===== src/rtl/spi_pkg.sv =====
// spi_pkg: state encoding, SPI mode constants and width helpers shared by spi_master_cfg.
package spi_pkg;

    typedef enum logic [2:0] {
        IDLE,
        SETUP,
        SHIFT,
        HOLD,
        DONE
    } spi_state_e;

    // {cpol, cpha}
    localparam logic [1:0] SPI_MODE0 = 2'b00;
    localparam logic [1:0] SPI_MODE1 = 2'b01;
    localparam logic [1:0] SPI_MODE2 = 2'b10;
    localparam logic [1:0] SPI_MODE3 = 2'b11;

    // Index width for n items that never collapses to zero bits.
    function automatic int unsigned idx_w(input int unsigned n);
        return (n > 1) ? 32'($clog2(n)) : 32'd1;
    endfunction

    // Width of the chip-select index port.
    function automatic int unsigned cs_idx_w(input int unsigned num_cs);
        return idx_w(num_cs);
    endfunction

endpackage


===== src/rtl/spi_clk_gen.sv =====
// spi_clk_gen: SCLK half-period divider and edge counter; emits leading/trailing/last edge strobes.
module spi_clk_gen
    import spi_pkg::*;
#(
    parameter int unsigned DATA_W  = 32,
    parameter int unsigned CLK_DIV = 4
) (
    input  logic clk,
    input  logic rst,
    input  logic en_i,
    output logic lead_edge_c_o,
    output logic trail_edge_c_o,
    output logic last_edge_c_o
);

    localparam int unsigned DIV_W  = idx_w(CLK_DIV);
    localparam int unsigned EDGE_W = $clog2(2 * DATA_W + 1);

    logic [DIV_W-1:0]  div_q, div_d;
    logic [EDGE_W-1:0] edge_q, edge_d;
    logic              tick_c;

    // Divider advances while enabled; every terminal count is one SCLK edge.
    always_comb begin
        tick_c = en_i && (div_q == DIV_W'(CLK_DIV - 1));
        div_d  = div_q;
        edge_d = edge_q;
        if (!en_i) begin
            div_d  = '0;
            edge_d = '0;
        end else if (tick_c) begin
            div_d  = '0;
            edge_d = edge_q + EDGE_W'(1);
        end else begin
            div_d  = div_q + DIV_W'(1);
        end
    end

    // Counter registers.
    always_ff @(posedge clk or posedge rst) begin
        if (rst) begin
            div_q  <= '0;
            edge_q <= '0;
        end else begin
            div_q  <= div_d;
            edge_q <= edge_d;
        end
    end

    // Edges completed so far: even count -> next edge is leading, odd -> trailing.
    assign lead_edge_c_o  = tick_c && !edge_q[0];
    assign trail_edge_c_o = tick_c && edge_q[0];
    assign last_edge_c_o  = tick_c && (edge_q == EDGE_W'(2 * DATA_W - 1));

endmodule


===== src/rtl/spi_master_cfg.sv =====
// spi_master_cfg: parametrised full-duplex SPI master, all CPOL/CPHA modes, NUM_CS active-low selects.
// Build option: define SPI_LOOPBACK_EN to sample the registered mosi instead of the miso port.
module spi_master_cfg
    import spi_pkg::*;
#(
    parameter int unsigned DATA_W  = 32,
    parameter int unsigned NUM_CS  = 4,
    parameter int unsigned CLK_DIV = 4
) (
    input  logic                        clk,
    input  logic                        rst,
    input  logic                        tx_valid,
    output logic                        tx_ready,
    input  logic [DATA_W-1:0]           tx_data,
    input  logic [cs_idx_w(NUM_CS)-1:0] cs_sel,
    input  logic                        cpol,
    input  logic                        cpha,
    output logic                        rx_valid,
    output logic [DATA_W-1:0]           rx_data,
    output logic                        busy,
    output logic                        sclk,
    output logic                        mosi,
    input  logic                        miso,
    output logic [NUM_CS-1:0]           cs_n
);

    localparam int unsigned CS_W  = cs_idx_w(NUM_CS);
    localparam int unsigned DIV_W = idx_w(CLK_DIV);

    spi_state_e        state_q;
    logic [DATA_W-1:0] tx_sr_q, rx_sr_q, rx_data_q;
    logic [DIV_W-1:0]  cnt_q;
    logic              cpol_q, cpha_q, sclk_q, mosi_q;
    logic              rx_valid_q, busy_q, tx_ready_q;
    logic [NUM_CS-1:0] cs_n_q, cs_dec_c;
    logic              lead_c, trail_c, last_c, sample_c, shift_c, in_bit_c, phase_end_c;

    spi_clk_gen #(
        .DATA_W (DATA_W),
        .CLK_DIV(CLK_DIV)
    ) u_clk_gen (
        .clk           (clk),
        .rst           (rst),
        .en_i          (state_q == SHIFT),
        .lead_edge_c_o (lead_c),
        .trail_edge_c_o(trail_c),
        .last_edge_c_o (last_c)
    );

`ifdef SPI_LOOPBACK_EN
    logic unused_miso;
    assign unused_miso = miso;
    assign in_bit_c    = mosi_q;
`else
    assign in_bit_c    = miso;
`endif

    assign phase_end_c = (cnt_q == DIV_W'(CLK_DIV - 1));

    // One-hot active-low select; an out-of-range index asserts nothing.
    always_comb begin
        cs_dec_c = '1;
        for (int i = 0; i < int'(NUM_CS); i++) begin
            if (cs_sel == CS_W'(i)) cs_dec_c[i] = 1'b0;
        end
    end

    // Map SCLK edges to sample/shift actions for the latched mode; no shift after the final bit.
    always_comb begin
        sample_c = 1'b0;
        shift_c  = 1'b0;
        case ({cpol_q, cpha_q})
            SPI_MODE0, SPI_MODE2: begin
                sample_c = lead_c;
                shift_c  = trail_c && !last_c;
            end
            SPI_MODE1, SPI_MODE3: begin
                sample_c = trail_c;
                shift_c  = lead_c;
            end
            default: ;
        endcase
    end

    // Transfer sequencer: handshake, chip select, SCLK level, shifting and result capture.
    always_ff @(posedge clk or posedge rst) begin
        if (rst) begin
            state_q    <= IDLE;
            tx_sr_q    <= '0;
            rx_sr_q    <= '0;
            rx_data_q  <= '0;
            cnt_q      <= '0;
            cpol_q     <= 1'b0;
            cpha_q     <= 1'b0;
            sclk_q     <= 1'b0;
            mosi_q     <= 1'b0;
            cs_n_q     <= '1;
            rx_valid_q <= 1'b0;
            busy_q     <= 1'b0;
            tx_ready_q <= 1'b1;
        end else begin
            rx_valid_q <= 1'b0;
            case (state_q)
                IDLE: begin
                    sclk_q <= cpol;
                    if (tx_valid && tx_ready_q) begin
                        state_q    <= SETUP;
                        busy_q     <= 1'b1;
                        tx_ready_q <= 1'b0;
                        cpol_q     <= cpol;
                        cpha_q     <= cpha;
                        cs_n_q     <= cs_dec_c;
                        cnt_q      <= '0;
                        rx_sr_q    <= '0;
                        if (!cpha) begin
                            mosi_q  <= tx_data[DATA_W-1];
                            tx_sr_q <= {tx_data[DATA_W-2:0], 1'b0};
                        end else begin
                            tx_sr_q <= tx_data;
                        end
                    end
                end
                SETUP: begin
                    cnt_q <= phase_end_c ? '0 : cnt_q + DIV_W'(1);
                    if (phase_end_c) state_q <= SHIFT;
                end
                SHIFT: begin
                    if (lead_c || trail_c) sclk_q <= ~sclk_q;
                    if (sample_c) rx_sr_q <= {rx_sr_q[DATA_W-2:0], in_bit_c};
                    if (shift_c) begin
                        mosi_q  <= tx_sr_q[DATA_W-1];
                        tx_sr_q <= {tx_sr_q[DATA_W-2:0], 1'b0};
                    end
                    if (last_c) state_q <= HOLD;
                end
                HOLD: begin
                    sclk_q <= cpol_q;
                    cnt_q  <= phase_end_c ? '0 : cnt_q + DIV_W'(1);
                    if (phase_end_c) state_q <= DONE;
                end
                DONE: begin
                    cs_n_q     <= '1;
                    rx_data_q  <= rx_sr_q;
                    rx_valid_q <= 1'b1;
                    busy_q     <= 1'b0;
                    tx_ready_q <= 1'b1;
                    state_q    <= IDLE;
                end
                default: state_q <= IDLE;
            endcase
        end
    end

    assign tx_ready = tx_ready_q;
    assign rx_valid = rx_valid_q;
    assign rx_data  = rx_data_q;
    assign busy     = busy_q;
    assign sclk     = sclk_q;
    assign mosi     = mosi_q;
    assign cs_n     = cs_n_q;

endmodule


===== config.mk =====
export PLATFORM = sky130hd
export DESIGN_NAME = spi_master_cfg
export DESIGN_NICKNAME = d
export VERILOG_FILES = /design/src/rtl/spi_pkg.sv /design/src/rtl/spi_clk_gen.sv /design/src/rtl/spi_master_cfg.sv
export SDC_FILE = /design/constraint.sdc
export NUM_CORES = 1
export LEC_CHECK = 0
export CORE_ASPECT_RATIO = 1.2
export CORE_UTILIZATION = 55
export CTS_BUF_LIST = sky130_fd_sc_hd__clkbuf_4 sky130_fd_sc_hd__clkbuf_8
export CTS_CLUSTER_DIAMETER = 150
export DETAILED_ROUTE_END_ITERATION = 12
export PLACE_DENSITY = 0.87
export SLEW_MARGIN = 20
export SYNTH_ARGS = -nofsm -noshare
export SYNTH_HDL_FRONTEND = slang
export SYNTH_HIERARCHICAL = 1
export SYNTH_SLANG_ARGS = --single-unit

===== constraint.sdc =====
create_clock -name clk -period 4.5 [get_ports clk]
set_input_delay 0.45 -clock clk [delete_from_list [all_inputs] [get_ports clk]]
set_output_delay 0.45 -clock clk [all_outputs]
set_load 0.02 [all_outputs]

==> results of run 1 <==
report_power, final:
part	total (mW)	internal [mW]	switching, mW
clock network	0.996	0.588	0.408
registers	1.09	1.09	0.000234
logic	0.0808	0.0393	0.0415
cell usage in the layout, fill, tap and decap left out, drive strengths merged, types with 4 or more instances in the layout:
cell type      count
clkinv             6
xor2               4
a211oi            63
a2111oi           31
mux2              49
clkdlybuf4s50     79
mux2i             19
clkbuf            22
dfrtp            116
buf                9
a21oi             36
nand2             31
nor2b             32
dfstp              5
o21ai              5
nor2              28
inv               24
per-layer routing:
layer  vias up  routed length, um  GRT usage (%)
met2       148               6150           37.0
li1       2070                  -              -
met1      2198               5400           28.0
met4         0                113           9.35
met3        12                638           5.97
met5         -                  0              0
state kept, by name (all words and copies together) (netlist names):
name / cells
rx_sr_q: 32
u_clk_gen/edge_q: 7
rx_valid: 1
rx_data: 32
cs_n: 4
tx_sr_q: 32
tx_ready: 1
mosi: 1
cnt_q: 2
state_q: 3
u_clk_gen/div_q: 2
sclk: 1
busy: 1
cpol_q: 1
cpha_q: 1
synthesized netlist by cell type, types with 11 or more instances:
library cell | instances | area share (%)
inv_1 | 22 | 1.4
a21oi_1 | 36 | 3.0
buf_2 | 11 | 0.93
mux2_1 | 13 | 2.5
mux2_2 | 36 | 6.8
clkbuf_1 | 25 | 1.6
a2111oi_0 | 31 | 4.6
nor2b_1 | 32 | 3.4
nand2_1 | 31 | 2.0
dfrtp_1 | 116 | 49
mux2i_1 | 19 | 3.2
a211oi_1 | 62 | 7.9
nor2_1 | 28 | 1.8
per-stage QoR:
stage               hold slack (ns)  util (%)  power, mW
CTS                           0.372      67.3       2.18
detailed placement            0.428      63.4       1.19
finish                        0.426      67.6       2.17
global route                  0.448      67.6       2.23
floorplan                     0.278         -       1.14
global placement              0.422      63.4       1.19
area by class of cell:
type                    count  area [sq um]  share of cell area, %
repair buffers             88           876                   12.3
clock buffers              22           284                   4.00
multi-input cells         339          2530                   35.6
inverters                  25          98.8                   1.39
flip-flops and latches    121          3030                   42.7
clock inverters             9           123                   1.73
well taps                 129           161                   2.27
logic make-up (layout without fill, tap and decap cells):
| family | count (synthesis) | after routing |
|---|---|---|
| compound gates | 149 | 149 |
| flops | 121 | 121 |
| simple gates | 114 | 114 |
| buf+inv | 75 | 144 |
| mux | 68 | 68 |
| xor+xnor | 5 | 5 |
| fa+ha+maj | 3 | 3 |
final timing paths:
kind                       cells after the start               start            endpoint  slack (ns)
max                                            7          state_q[0]                mosi        1.11
min                                            2                 rst  u_clk_gen/div_q[1]        0.43
max reg2reg                                    7          state_q[0]                mosi        1.11
min reg2reg                                    1  u_clk_gen/div_q[0]  u_clk_gen/div_q[0]        0.43
max in group asynchronous                      3                 rst         tx_sr_q[23]        3.08
min in group clk                               1  u_clk_gen/div_q[0]  u_clk_gen/div_q[0]        0.43
==> metrics.md, run 1 <==
| Metric | Value |
|---|---|
| Status | complete, no violations |
| Crit-path max FO | 33 |
| First-pass GRT wire length | 20.0 mm |
| Die W | 96.7 um |
| P_leak | approximately 2.9 nW |
| Num ports | 81 |
| Core ar. | 0.0105 sq mm |
| Fmax | 295 MHz |
| Worst endpoint required time | 4.82 ns |
| Die Y | between 100 and 150 um |
| Total global routing overflow | 0 |
| Crit. End Element | flop |
| WS Path Type | reg2reg |
| Synth warnings | 6 |
| FILL cells | approximately 770 |
| Initial Util | 56.3% |
| Sum Neg Setup Slack | 0 ns |
| Area Growth Syn to Fin | 20.0% |
| # H-tree levels | 4 |
| Avg Vias per Cell | 6.04 |
| Gate Count Post-Synth | 535 |
| Via count | 4428 |
| CTS Sinks | 121 |
| FFs w/ async S/R, synth | 100% |
| DRC viols | 0 |
| Worst path bufs/invs | 2 |
| Critical path's most frequent cell | or3b_2 |
| Endpoints failing hold | 0 |
| CP startpoint kind | flop |
| Post-synthesis mux area share | between 10% and 20% |
| CTS Buf Count | 17 |
| Clk_lat worst skew | about 0.42 ns |
| # resized after CTS | 0 |
| Main combinational cell family by area after synthesis | compound AO/OA/AOI/OAI gates |
| Avg Cell Area, Syn | 11.1 sq um |
| Setup Buffers After CTS | 0 |
| Least-Margin Pin Slew | 1.07 ns |
| Sequential-to-total area share from yosys stat | 51.2% |
| Initial DRC Count | 226 |
| DP Worst Slack | around 1.1 ns |
| Cell Chain, Critical Path | or3b_2 > clkinv_1 > inv_2 > nor4_2 > or3b_2 > a21o_4 > a221oi_1 |
| Initial antenna violation count | 0 |
| Synth unique cells | just under 50 |
| Synth Area in Simple Gates | approximately a tenth |
| Final instance area | 0.00711 sq mm |
| Main synth FF type | dfrtp_1 |
| Syn Nets | just under 600 |
| Post-Synth Adder-Cell Area | 0.634% |
| Full die area | approximately 0.011 sq mm |
| Max IR drop VDD | roughly 0.00019 V |
| Routability cong. | 0.810 |
| CTS Hold Bufs | 0 |
| Crit-path leading delay family | simple AND/OR/NAND/NOR gates |
| Net count reported at finish | 635 |
| Compound-Gate Fraction of Synth Area | a little under a fifth |
| Slew margin rel. | between 20% and 30% |
| Max cap viols | 0 |
| Post-synth EDFFs | 0 |
| Num rows | 41 |
| Placed Cells | 701 |
| Root Buffer Master | clkbuf_8 |
| CTS tree | done |
| RSZ-0062 raised after global routing | false |
| Final slew viol count | 0 |
| Setup Skew | around 0.011 ns |
| Ant diodes | 0 |
| Gr usage total | 22.3% |
| Synth Area in XOR/XNOR | 0.739% |
| Worst Hold Class | in2async |
| CTS clk-pin slew, worst paths | 0.07 ns |
| Longest Clk Path Bufs | 2 |
| Non-Filler Instances | 733 |
| Fin crit share | 75.4% |
| Post-detailed-routing wire length | 12.3 mm |
| Setup violators final | 0 |
| Post-DP HPWL | 7.62 mm |
| PD cells | approximately 300 mW/mm^2 |
| Setup ws final | 1.11 ns |
| Slowest CP cell | or3b_2 |
| Critical Path AT | between 3 and 4 ns |
| Synthesized cell area | 0.00592 sq mm |
| Placed Instance Area | 0.00667 sq mm |
| Fin crit period | approximately 3.4 ns |
| Wire per inst | 16.8 um |
| Pin count of the biggest net entering global routing | 91 |
| Layout cells sized above 1 | 15.7% |
| ANT nets after route | 0 |
| Number of global-route vias before repair | 4316 |
| Drt pass-1 iters | 6 |
| CP max stage delay | 0.79 ns |
| Synthesized flop and latch total | 121 |
| I/O Buffers | 80 |
(Power assumes the default switching activity.)
==> inputs of run 2 (changes only) <==
--- a/config.mk
+++ b/config.mk
@@ -6,11 +6,11 @@
 export NUM_CORES = 1
 export LEC_CHECK = 0
 export CORE_ASPECT_RATIO = 1.2
-export CORE_UTILIZATION = 55
+export CORE_UTILIZATION = 51
 export CTS_BUF_LIST = sky130_fd_sc_hd__clkbuf_4 sky130_fd_sc_hd__clkbuf_8
 export CTS_CLUSTER_DIAMETER = 150
 export DETAILED_ROUTE_END_ITERATION = 12
-export PLACE_DENSITY = 0.87
+export PLACE_DENSITY = 0.85
 export SLEW_MARGIN = 20
 export SYNTH_ARGS = -nofsm -noshare
 export SYNTH_HDL_FRONTEND = slang
==> constraint.sdc (replaced) <==
create_clock -name clk -period 2.8 [get_ports clk]
set_input_delay 0.28 -clock clk [delete_from_list [all_inputs] [get_ports clk]]
set_output_delay 0.28 -clock clk [all_outputs]
set_load 0.02 [all_outputs]
==> run 2 against run 1 <==
Critical path depth unchanged. Die area increased by 7.7%. Final cell count increased by 4.4%. Cell area increased by 1.2%. Power increased by 58%. Sequential share of layout area decreased by 0.51 points. First-iteration DRC count decreased by 35%. Sequential cell count unchanged. Clock power increased by 56%. Non-clock buffer count increased by 6. Register-to-register slack got worse by 0.88 ns. Largest cell class unchanged.
==> metrics.md, run 2 (synthesis gave the netlist of run 1 again) <==
| Metric | Value |
|---|---|
| Status | complete, no violations |
| Worst endpoint required time | between 3 and 4 ns |
| Via count | 4460 |
| Final instance area | 0.00719 sq mm |
| Root Buffer Master | clkbuf_8 |
| Ant diodes | 0 |
| First-pass GRT wire length | just over 20 mm |
| Endpoints failing hold | 0 |
| Num rows | 42 |
| CTS clk-pin slew, worst paths | 0.07 ns |
| CTS Hold Bufs | 0 |
| Highest-count cells in the layout ignoring fill and taps | 116 x dfrtp_1, 79 x clkdlybuf4s50_1, 62 x a211oi_1 |
| Sequential Area | 0.00303 sq mm |
| FILL cells | 898 |
| Post-DP HPWL | ~8 mm |
| Longest Clk Path Bufs | 2 |
| Layout cells sized above 1 | 16.7% |
| ANT nets after route | 0 |
| P_leak | roughly 3 nW |
| Fin crit period | approximately 2.6 ns |
| Setup violators final | 0 |
| Area Growth Syn to Fin | 21.4% |
| Die W | 100 um |
| Max cap viols | 0 |
| Final slew viol count | 0 |
| # resized after CTS | 0 |
| I/O Buffers | 80 |
| Gr usage total | about 21% |
| WS Path Type | reg2reg |
| Clk_lat worst skew | 0.43 ns |
| CTS Buf Count | 17 |
| Fmax | 389 MHz |
| Slew margin rel. | 36.3% |
| Die Y | between 100 and 150 um |
| Initial antenna violation count | 0 |
| Worst Hold Class | in2async |
| Initial DRC Count | 148 |
| Number of global-route vias before repair | 4333 |
| Pin count of the biggest net entering global routing | 67 |
| Placed Instance Area | around 0.0068 sq mm |
| Avg Vias per Cell | 5.83 |
| Setup Buffers After CTS | 0 |
| Sum Neg Setup Slack | 0 ns |
| CTS tree | done |
| PD cells | 477 mW/mm^2 |
| # H-tree levels | 4 |
| Critical Path AT | 2.86 ns |
| Num ports | a little over 80 |
| Routability cong. | around 0.78 |
| Full die area | 0.0121 sq mm |
| Crit. End Element | flop |
| Most common cell after layout, fill and taps aside | dfrtp_1 |
| Fin util | between 60% and 70% |
| Drt pass-1 iters | 4 |
| Initial Util | approximately 53% |
| Multi-input logic area | ~0.0025 sq mm |
| Net count reported at finish | between 600 and 700 |
| DRC viols | 0 |
| Core ar. | 0.0112 sq mm |
| Total global routing overflow | 0 |
| Post-detailed-routing wire length | between 10 and 15 mm |
| Fin crit share | 91.7% |
| RSZ-0062 raised after global routing | false |
| CP startpoint kind | flop |
| Crit-path max FO | 25 |
| Least-Margin Pin Slew | 0.955 ns |
| Setup Skew | ~0.0083 ns |
| Max IR drop VDD | 0.000234 V |
| CTS Sinks | 121 |
| Wire per inst | 15.9 um |
## run 2: cell type report
cell class                      instances  area share [%]
Clock inverter                         12            1.72
Clock buffer                           20            3.83
Sequential cell                       121            42.2
Timing Repair Buffer                   94            13.0
Multi-Input combinational cell        339            35.2
Inverter                               25            1.36
Tap cell                              154            2.68
## run 2: worst max-delay path: stages (launching register included)
cell and delay (ns):
dfrtp_1 0.38, or3b_2 0.49, clkinv_1 0.11, and3_2 0.21, or3b_2 0.58, buf_4 0.27, a211oi_1 0.30, a211oi_1 0.09
## run 2: routing by layer
layer	up-vias	track usage [%]	part of all wire, %
li1	2090	-	-
met1	2188	27.4	44
met2	157	34.8	50
met3	25	5.71	4.9
met4	0	7.97	1.6
met5	-	0	0
## run 2: power by group
part	switching, mW	leakage [nW]	internal [mW]
sequential	0.000365	1.42	1.75
clock	0.692	0.196	0.853
combinational	0.0667	1.35	0.0678
## run 2: metrics by stage
stage / power, mW / hold WS, ns / cells / setup WS, ns
2_1_floorplan: 1.84 / 0.108 / 535 / 0.0470
3_3_place_gp: 1.91 / 0.415 / 733 / 0.337
3_5_place_dp: 1.92 / 0.420 / 733 / 0.250
4_1_cts: 3.47 / 0.210 / 765 / 0.239
5_1_grt: 3.55 / 0.224 / 765 / 0.109
6_report: 3.43 / 0.213 / 765 / 0.231
## run 2: path summary, 6_finish.rpt
kind                                    startpoint                  to  slack, ns  depth (start not counted)
worst max-delay path                    state_q[0]         tx_sr_q[24]       0.23                          7
worst min-delay path                           rst  u_clk_gen/div_q[1]       0.21                          2
worst max register to register          state_q[0]         tx_sr_q[24]       0.23                          7
worst min register to register  u_clk_gen/div_q[0]  u_clk_gen/div_q[0]       0.44                          1
max in group asynchronous                      rst             cs_n[2]       1.72                          3
min in group clk                              miso          rx_sr_q[0]       0.42                          3
